===== src/rtl/exp_range_reduce.sv =====
// Range reduction for the CORDIC exp path: |x| = q*ln2 + r, emitted as q and sign-magnitude r,
// with a valid/overflow token delayed to match the exp stage. Define EXP_RR_SAT_EN to saturate out-of-range inputs.
module exp_range_reduce #(
    parameter int EXP_LAT = 25
) (
    input  logic        clk,
    input  logic        rst,
    input  logic        in_valid,
    input  logic [31:0] x_in,
    output logic        out_valid,
    output logic [7:0]  q_o,
    output logic [25:0] r_o,
    output logic        ovf_o,
    output logic        res_valid,
    output logic        res_ovf
);
    localparam logic [22:0] LN2     = 23'h58B90C;
    localparam logic [24:0] INV_LN2 = 25'h1715476;
`ifdef EXP_RR_SAT_EN
    localparam logic [30:0] LIM     = 31'h58B90C00;
`endif

    // Stage 1: magnitude, sign and range check
    logic [30:0] w_abs;
    logic        w_sign1;
    logic        w_ovf1;

    assign w_abs   = x_in[31] ? (~x_in[30:0] + 31'd1) : x_in[30:0];
    // A zero magnitude never carries a negative sign
    assign w_sign1 = x_in[31] & (|w_abs);
`ifdef EXP_RR_SAT_EN
    assign w_ovf1  = (x_in == 32'h8000_0000) || (w_abs >= LIM);
`else
    assign w_ovf1  = 1'b0;
`endif

    logic        r_s1_valid, r_s1_sign, r_s1_ovf;
    logic [30:0] r_s1_abs;

    always_ff @(posedge clk) begin
        if (rst) begin
            r_s1_valid <= 1'b0;
            r_s1_sign  <= 1'b0;
            r_s1_ovf   <= 1'b0;
            r_s1_abs   <= '0;
        end else begin
            r_s1_valid <= in_valid;
            r_s1_sign  <= w_sign1;
            r_s1_ovf   <= w_ovf1;
            r_s1_abs   <= w_abs;
        end
    end

    // Stage 2: quotient estimate, truncation keeps it at or one below the true quotient
    logic [55:0] w_prod;
    logic [8:0]  w_q_est;

    assign w_prod  = 56'(r_s1_abs) * 56'(INV_LN2);
    assign w_q_est = 9'(w_prod >> 47);

    logic        r_s2_valid, r_s2_sign, r_s2_ovf;
    logic [30:0] r_s2_abs;
    logic [8:0]  r_s2_q_est;

    always_ff @(posedge clk) begin
        if (rst) begin
            r_s2_valid <= 1'b0;
            r_s2_sign  <= 1'b0;
            r_s2_ovf   <= 1'b0;
            r_s2_abs   <= '0;
            r_s2_q_est <= '0;
        end else begin
            r_s2_valid <= r_s1_valid;
            r_s2_sign  <= r_s1_sign;
            r_s2_ovf   <= r_s1_ovf;
            r_s2_abs   <= r_s1_abs;
            r_s2_q_est <= w_q_est;
        end
    end

    // Stage 3: remainder against the estimate
    logic [31:0] w_qln2;
    logic [31:0] w_r3;

    assign w_qln2 = 32'(r_s2_q_est) * 32'(LN2);
    assign w_r3   = 32'(r_s2_abs) - w_qln2;

    logic        r_s3_valid, r_s3_sign, r_s3_ovf;
    logic [8:0]  r_s3_q_est;
    logic [31:0] r_s3_r;

    always_ff @(posedge clk) begin
        if (rst) begin
            r_s3_valid <= 1'b0;
            r_s3_sign  <= 1'b0;
            r_s3_ovf   <= 1'b0;
            r_s3_q_est <= '0;
            r_s3_r     <= '0;
        end else begin
            r_s3_valid <= r_s2_valid;
            r_s3_sign  <= r_s2_sign;
            r_s3_ovf   <= r_s2_ovf;
            r_s3_q_est <= r_s2_q_est;
            r_s3_r     <= w_r3;
        end
    end

    // Stage 4: single-step correction, output registers hold while no sample arrives
    logic        w_corr;
    logic [8:0]  w_q4;
    logic [31:0] w_r4_full;
    logic [22:0] w_r4;

    assign w_corr    = (r_s3_r >= 32'(LN2));
    assign w_q4      = w_corr ? (r_s3_q_est + 9'd1) : r_s3_q_est;
    assign w_r4_full = w_corr ? (r_s3_r - 32'(LN2)) : r_s3_r;
    assign w_r4      = 23'(w_r4_full);

    logic        r_out_valid;
    logic [7:0]  r_q;
    logic [25:0] r_r;
    logic        r_ovf;

    always_ff @(posedge clk) begin
        if (rst) begin
            r_out_valid <= 1'b0;
            r_q         <= '0;
            r_r         <= '0;
            r_ovf       <= 1'b0;
        end else begin
            r_out_valid <= r_s3_valid;
            if (r_s3_valid) begin
                r_ovf <= r_s3_ovf;
`ifdef EXP_RR_SAT_EN
                if (r_s3_ovf) begin
                    r_q <= 8'hFF;
                    r_r <= {r_s3_sign, 2'b00, LN2 - 23'd1};
                end else
`endif
                begin
                    r_q <= 8'(w_q4);
                    r_r <= {r_s3_sign, 2'b00, w_r4};
                end
            end
        end
    end

    assign out_valid = r_out_valid;
    assign q_o       = r_q;
    assign r_o       = r_r;
    assign ovf_o     = r_ovf;

    // Token delay line matched to the downstream exp latency
    genvar gi;
    generate
        for (gi = 0; gi < EXP_LAT; gi++) begin : g_dly
            logic [1:0] w_tap_in;
            logic [1:0] r_tap;
            if (gi == 0) begin : g_head
                assign w_tap_in = {r_out_valid, r_ovf};
            end else begin : g_body
                assign w_tap_in = g_dly[gi-1].r_tap;
            end
            always_ff @(posedge clk) begin
                if (rst) r_tap <= 2'b00;
                else     r_tap <= w_tap_in;
            end
        end
    endgenerate

    assign res_valid = g_dly[EXP_LAT-1].r_tap[1];
    assign res_ovf   = g_dly[EXP_LAT-1].r_tap[0];
endmodule


===== config.mk =====
export PLATFORM = sky130hd
export DESIGN_NAME = exp_range_reduce
export DESIGN_NICKNAME = d
export VERILOG_FILES = /design/src/rtl/exp_range_reduce.sv
export SDC_FILE = /design/constraint.sdc
export NUM_CORES = 1
export LEC_CHECK = 0
export CORE_MARGIN = 1
export CORE_UTILIZATION = 50
export DETAILED_ROUTE_END_ITERATION = 10
export PLACE_DENSITY_LB_ADDON = 0.3
export SLEW_MARGIN = 15
export SYNTH_ARGS = -nofsm -noshare
export SYNTH_HDL_FRONTEND = slang
export SYNTH_SLANG_ARGS = --single-unit
export TNS_END_PERCENT = 50

===== constraint.sdc =====
create_clock -name clk -period 8.9 [get_ports clk]
set_clock_uncertainty 0.2 [all_clocks]
set_input_delay 1.335 -clock clk [delete_from_list [all_inputs] [get_ports clk]]
set_output_delay 1.335 -clock clk [all_outputs]
set_load 0.05 [all_outputs]

; ---- Word level (Yosys, flattened, before mapping)
; Index checks and enable logic that the tools add are counted.
[classes]
magnitude_cmp = 1
n_reduce_logical = 1
mul = 2
mux = 3
n_bitwise = 2
addsub = 4
[ops]
columns = cell, n
row1 = "multiplier 31 x 24 -> 55 bit, second input constant", 1
row2 = ">= comparator 32 x 23 -> 1 bit, second input constant", 1
row3 = subtractor 31 x 32 -> 32 bit, 1
row4 = "adder 31 x 1 -> 31 bit, second input constant", 1
row5 = 2-to-1 mux 31 bit, 1
row6 = inverter 31 bit, 1
row7 = OR reduction 31 bit, 1
row8 = "multiplier 9 x 21 -> 30 bit, second input constant", 1
row9 = 2-to-1 mux 23 bit, 1
row10 = "subtractor 23 bit, second input constant", 1
row11 = "adder 8 x 1 -> 8 bit, second input constant", 1
row12 = 2-to-1 mux 8 bit, 1
row13 = AND 1 bit, 1
[totals]
in_bits = 35
ff_bits = 175
out_inout_bits = 38

; ---- Depth between registers and ports, before layout
; Gate-level depths: netlist (run 1).
[logic_depth]
word_depth = 5
mapped_depth = 27
mapped_depth_nobuf = 27

; ---- Least setup slack after synthesis (run 1)
; No wires, ideal clock.
[synth_path]
kind = register to register
from = register r_s1_abs[28]
to = register r_s2_q_est[8]
path_stages_with_launch = 24
n_path_buf = 1
arrival_ps = 5960
slack_ps = 2606
synth_period_minus_slack_ps = 6294
setup_ps = 134
cell_sequence = dfxtp_1 -> inv_1 -> fa_1 -> fa_1 -> inv_1 -> ha_1 -> inv_1 -> fa_1 -> inv_1 -> fa_1 -> fa_1 -> inv_1 -> fa_1 -> inv_1 -> ha_1 -> and3_1 -> clkbuf_1 -> nand3_1 -> nor4_1 -> o2111ai_1 -> and3_1 -> nand2_1 -> nor3_1 -> or4_1
[synth_between]
elab_chain_cells = 1
[synth_lines]
columns = item, line
row1 = "start, declared", 38  ; logic [30:0] r_s1_abs;
row2 = "start signal, assigned", 50  ; r_s1_abs <= w_abs;
row3 = multiplier 31 x 24 -> 55 bit, 58  ; assign w_prod = 56'(r_s1_abs) * 56'(INV_LN2);
row4 = "end signal, assigned", 77  ; r_s2_q_est <= w_q_est;
row5 = "end, declared", 63  ; logic [8:0] r_s2_q_est;
; Every way passes these cells.
; A chain may end at the register's enable or synchronous reset.

; ---- Worst setup path after layout (run 1)
[layout_path]
from = register r_s1_abs[3]
to = register r_s2_q_est[8]
; Same word-level chain as after synthesis.

==> summary.md, run 1 <==
| Metric | Value |
|---|---|
| Instance count of the mapped netlist | `around 2500` |
| Antenna diode count | `0` |
| Number of warning messages in the yosys log | `0` |
| Final-layout fill cell count | `roughly 4000` |
| Final critical path time including I/O delays and setup | `7.576 ns` |
| Number of setup violations in the final report | `0` |
| Clk buf depth | `2` |
| Count of TritonRoute iterations in the first routing pass | `5` |
| Avg Cell Area, Syn | `between 9 and 10 um^2` |
| Hold-critical path depth | `1` |
| Post-CTS resize count | `0` |
| Final period utilization | `0.8513` |
| Post-detailed-route wirelength per cell | `19.70 um` |
| Std cell rows | `between 70 and 80` |
| Mean number of vias per cell | `5.351` |
| Worst-case headroom to the max-slew limit | `0.3139` |
| Core area | `45670 um^2` |
| Number of DRC violations after detailed routing | `0` |
| Type of the worst setup path | `flip-flop to flip-flop` |
| Worst R2R Path Depth | `21` |
| Number of max-cap violations | `0` |
| TritonCTS clock tree | `done` |
| Worst setup EP type | `flip-flop` |
| Number of distinct library cell variants in the gate-level netlist after synthesis | `66` |
| Outcome | `finished clean` |
| Total number of vias | `16830` |
| Count of placed standard cells including taps | `approximately 3100` |
| Global-route usage over all layers | `0.2749` |
| Antenna violations before repair | `0` |
| Final ANT Viol Nets | `0` |
| Proportion of synthesized chip area in sequential cells | `0.1505` |
| Clock input transition at the sequential cells of the worst setup and hold paths | `0.09 ns` |
| Vias in the first global route | `~18000` |
| Arrival time of data at the critical path endpoint | `7.70 ns` |
| Horizontal extent of the die | `217.8 um` |
| Total routed wire length on the met1 layer | `27630 um` |
| Max H-tree Level | `4` |
| Fraction of registers with async set or reset after synthesis | `0` |
| CTS root buffer | `sky130_fd_sc_hd__clkbuf_16` |
| Start of the worst register-to-register path | `r_s1_abs[3]` |
| Total Routed Length | `a little over 60000 um` |
| Effective utilization at floorplan | `0.5096` |
| Tightest Hold Check Type | `flip-flop to flip-flop` |
| Main flop type after synthesis | `sky130_fd_sc_hd__dfxtp_1` |
| Global-route wire length before repair | `98640 um` |
| Final max-slew violation count | `0` |
| Synthesis-to-finish area growth | `8.208%` |
| Die area | `47420 um^2` |
| Residual overflow from global routing | `0` |
| Number of clock sinks seen by CTS | `175` |
| Kind of start point of the critical path | `flip-flop` |
| Worst-skew pair later-pin latency | `0.46 ns` |
| Number of DRC violations after detailed-routing iteration 0 | `1176` |
| Tightest hold margin | `0.2395 ns` |
| Met3 wire len | `4443 um` |
| Worst-margin pin slew | `just over 1 ns` |
| Amount of wire on met2 after detailed routing | `27620 um` |
| Number of nets in the finished design | `3311` |
| Quantity of hold-fixing buffers added after cts | `0` |
| Highest Signal Layer | `met4` |
| Count of buffers added by post-CTS timing repair for setup | `0` |
| R2r endpoint | `r_s2_q_est[8]` |
| HPWL after detailed placement | `roughly 54000 um` |
| Number of synthesized register bits | `175` |
| Final Wtd Congestion | `1.017` |
| Number of buffers added by the clock tree synthesis step | `17` |
| Layout cells sized above 1 | `0.02122` |
| Die span in y | `217.8 um` |
| Largest net degree at the start of global routing | `117` |
| Worst Hold Launch | `r_s2_valid` |
| Cell Count, Final, Fillers Out | `around 3100` |
| Setup repair after global routing missed its margin | `false` |
| Worst Hold End | `r_s3_valid` |
| Required time worst endpoint | `9.03 ns` |
| Biggest fanout along the worst timing path | `13` |
| Peak clock frequency supported by timing | `132.0 MHz` |
| Internal reg-to-reg setup slack | `1.32 ns` |
| Number of hold-slack violations in the final timing report | `0` |
| Syn Std Cell Area | `23280 um^2` |
| Num ports | `73` |
| Number of enable flip-flop cells after synthesis | `0` |
| IO Port Bufs | `68` |
| Setup tns final | `0 ns` |
[worst max-delay path by stage]
stage	start	to	slack, ns
2_1_floorplan	r_s1_abs[28]	r_s2_q_est[8]	2.61
3_3_place_gp	r_s1_abs[5]	r_s2_q_est[8]	1.48
3_5_place_dp	r_s1_abs[5]	r_s2_q_est[8]	1.41
4_1_cts	r_s1_abs[6]	r_s2_q_est[8]	1.42
5_1_grt	r_s1_abs[5]	r_s2_q_est[8]	1.05
6_report	r_s1_abs[3]	r_s2_q_est[8]	1.32
[cells in the mapped netlist, types with 5 or more instances]
master	instances	area share
sky130_fd_sc_hd__a211oi_1	38	0.012
sky130_fd_sc_hd__a21o_1	52	0.017
sky130_fd_sc_hd__a21oi_1	75	0.016
sky130_fd_sc_hd__a311oi_1	13	0.0049
sky130_fd_sc_hd__a31oi_1	13	0.0035
sky130_fd_sc_hd__and3_1	14	0.0038
sky130_fd_sc_hd__buf_1	5	0.00081
sky130_fd_sc_hd__buf_4	5	0.0016
sky130_fd_sc_hd__clkbuf_1	29	0.0047
sky130_fd_sc_hd__dfxtp_1	175	0.15
sky130_fd_sc_hd__fa_1	327	0.28
sky130_fd_sc_hd__ha_1	417	0.22
sky130_fd_sc_hd__inv_1	606	0.098
sky130_fd_sc_hd__mux2i_1	11	0.0047
sky130_fd_sc_hd__nand2_1	83	0.013
sky130_fd_sc_hd__nand2b_1	12	0.0032
sky130_fd_sc_hd__nand3_1	31	0.0067
sky130_fd_sc_hd__nand4_1	18	0.0048
sky130_fd_sc_hd__nor2_1	169	0.027
sky130_fd_sc_hd__nor2b_1	62	0.017
sky130_fd_sc_hd__nor3_1	15	0.0032
sky130_fd_sc_hd__nor4_1	10	0.0027
sky130_fd_sc_hd__o211ai_1	9	0.0029
sky130_fd_sc_hd__o21a_1	19	0.0061
sky130_fd_sc_hd__o21ai_0	61	0.013
sky130_fd_sc_hd__o21bai_1	11	0.0035
sky130_fd_sc_hd__o31ai_1	11	0.0035
sky130_fd_sc_hd__or2_2	7	0.0019
sky130_fd_sc_hd__or3_1	9	0.0024
sky130_fd_sc_hd__xnor2_1	37	0.014
sky130_fd_sc_hd__xor2_1	76	0.029
[cell usage in the layout, fill, tap and decap left out, types with 11 or more instances in the layout]
| cell | count |
|---|---|
| sky130_fd_sc_hd__nand2b_1 | 12 |
| sky130_fd_sc_hd__nor2_1 | 169 |
| sky130_fd_sc_hd__a31oi_1 | 13 |
| sky130_fd_sc_hd__nor3_1 | 15 |
| sky130_fd_sc_hd__dfxtp_1 | 174 |
| sky130_fd_sc_hd__xnor2_1 | 37 |
| sky130_fd_sc_hd__a311oi_1 | 13 |
| sky130_fd_sc_hd__o31ai_1 | 11 |
| sky130_fd_sc_hd__clkbuf_16 | 17 |
| sky130_fd_sc_hd__a211oi_1 | 38 |
| sky130_fd_sc_hd__and3_1 | 14 |
| sky130_fd_sc_hd__o21bai_1 | 11 |
| sky130_fd_sc_hd__clkdlybuf4s50_1 | 67 |
| sky130_fd_sc_hd__nand2_1 | 83 |
| sky130_fd_sc_hd__nand3_1 | 31 |
| sky130_fd_sc_hd__o21ai_0 | 61 |
| sky130_fd_sc_hd__nand4_1 | 18 |
| sky130_fd_sc_hd__a21oi_1 | 75 |
| sky130_fd_sc_hd__inv_1 | 606 |
| sky130_fd_sc_hd__o21a_1 | 19 |
| sky130_fd_sc_hd__fa_1 | 327 |
| sky130_fd_sc_hd__ha_1 | 417 |
| sky130_fd_sc_hd__nor2b_1 | 62 |
| sky130_fd_sc_hd__a21o_1 | 52 |
| sky130_fd_sc_hd__mux2i_1 | 11 |
| sky130_fd_sc_hd__xor2_1 | 76 |
[area by class of cell]
| cell class | instances | area [um^2] | share of cell area |
|---|---|---|---|
| Tap cell | 600 | 750.7 | 0.02980 |
| Inverter | 606 | 2275 | 0.09031 |
| Timing Repair Buffer | 71 | 704.4 | 0.02797 |
| Multi-Input combinational cell | 1661 | 17310 | 0.6873 |
| Clock inverter | 15 | 215.2 | 0.008544 |
| Clock buffer | 17 | 425.4 | 0.01689 |
| Sequential cell | 175 | 3505 | 0.1391 |
[layer usage]
metal	track usage	vias up
li1	-	8029
met1	0.3762	8177
met2	0.4318	524
met3	0.05760	100
met4	0.09254	0
met5	0	-
[kinds of logic after synthesis]
family          share of synthesized area
xor+xnor                          0.04252
other cells                     0.0001611
buf+inv                            0.1062
mux                              0.005214
flops                              0.1505
simple gates                      0.09509
fa+ha+maj                          0.5054
compound gates                    0.09493
[through the flow]
step           utilization  setup slack [ns]  area [um^2]
5_1_grt             0.5515             1.051        25190
4_1_cts             0.5515             1.417        25190
3_3_place_gp        0.5374             1.484        24550
3_5_place_dp        0.5374             1.409        24550
2_1_floorplan            -             2.606        23290
6_report            0.5515             1.324        25190
[worst max-delay path, stage by stage, from the launching register on]
cell and delay, ns:
sky130_fd_sc_hd__dfxtp_1 0.84, sky130_fd_sc_hd__ha_1 0.40, sky130_fd_sc_hd__xor2_1 0.16, sky130_fd_sc_hd__ha_1 0.18
sky130_fd_sc_hd__a21o_1 0.18, sky130_fd_sc_hd__fa_1 0.51, sky130_fd_sc_hd__fa_1 0.59, sky130_fd_sc_hd__fa_1 0.56
sky130_fd_sc_hd__fa_1 0.56, sky130_fd_sc_hd__inv_1 0.06, sky130_fd_sc_hd__fa_1 0.54, sky130_fd_sc_hd__inv_1 0.05
sky130_fd_sc_hd__ha_1 0.35, sky130_fd_sc_hd__nand4_1 0.15, sky130_fd_sc_hd__nor2_1 0.14, sky130_fd_sc_hd__nand3_1 0.17
sky130_fd_sc_hd__nor4_1 0.71, sky130_fd_sc_hd__o2111ai_1 0.25, sky130_fd_sc_hd__and3_1 0.28, sky130_fd_sc_hd__nand2_1 0.09
sky130_fd_sc_hd__nor3_1 0.05, sky130_fd_sc_hd__or4_1 0.45
[registers in the layout, indices dropped and copies added, names as in the netlist]
register	count
r_s3_r	32
r_s1_abs	31
r_s2_abs	31
g_dly.r_tap	24
r_o	24
r_s2_q_est	9
q_o	8
r_s3_q_est	8
g_dly.w_tap_in	1
out_valid	1
r_s1_sign	1
r_s1_valid	1
r_s2_sign	1
r_s2_valid	1
r_s3_sign	1
r_s3_valid	1
Power of run 1 is not shown: default switching activity piles up to over one toggle a cycle in this logic, so the estimate is an artifact.
==> run 2, diff against run 1 <==
- CAP_MARGIN: not set -> 20
==> results of run 2 <==
The final DEF is identical to that of run 1; final timing and power are the same.
Power of run 2 is left out for the same reason.
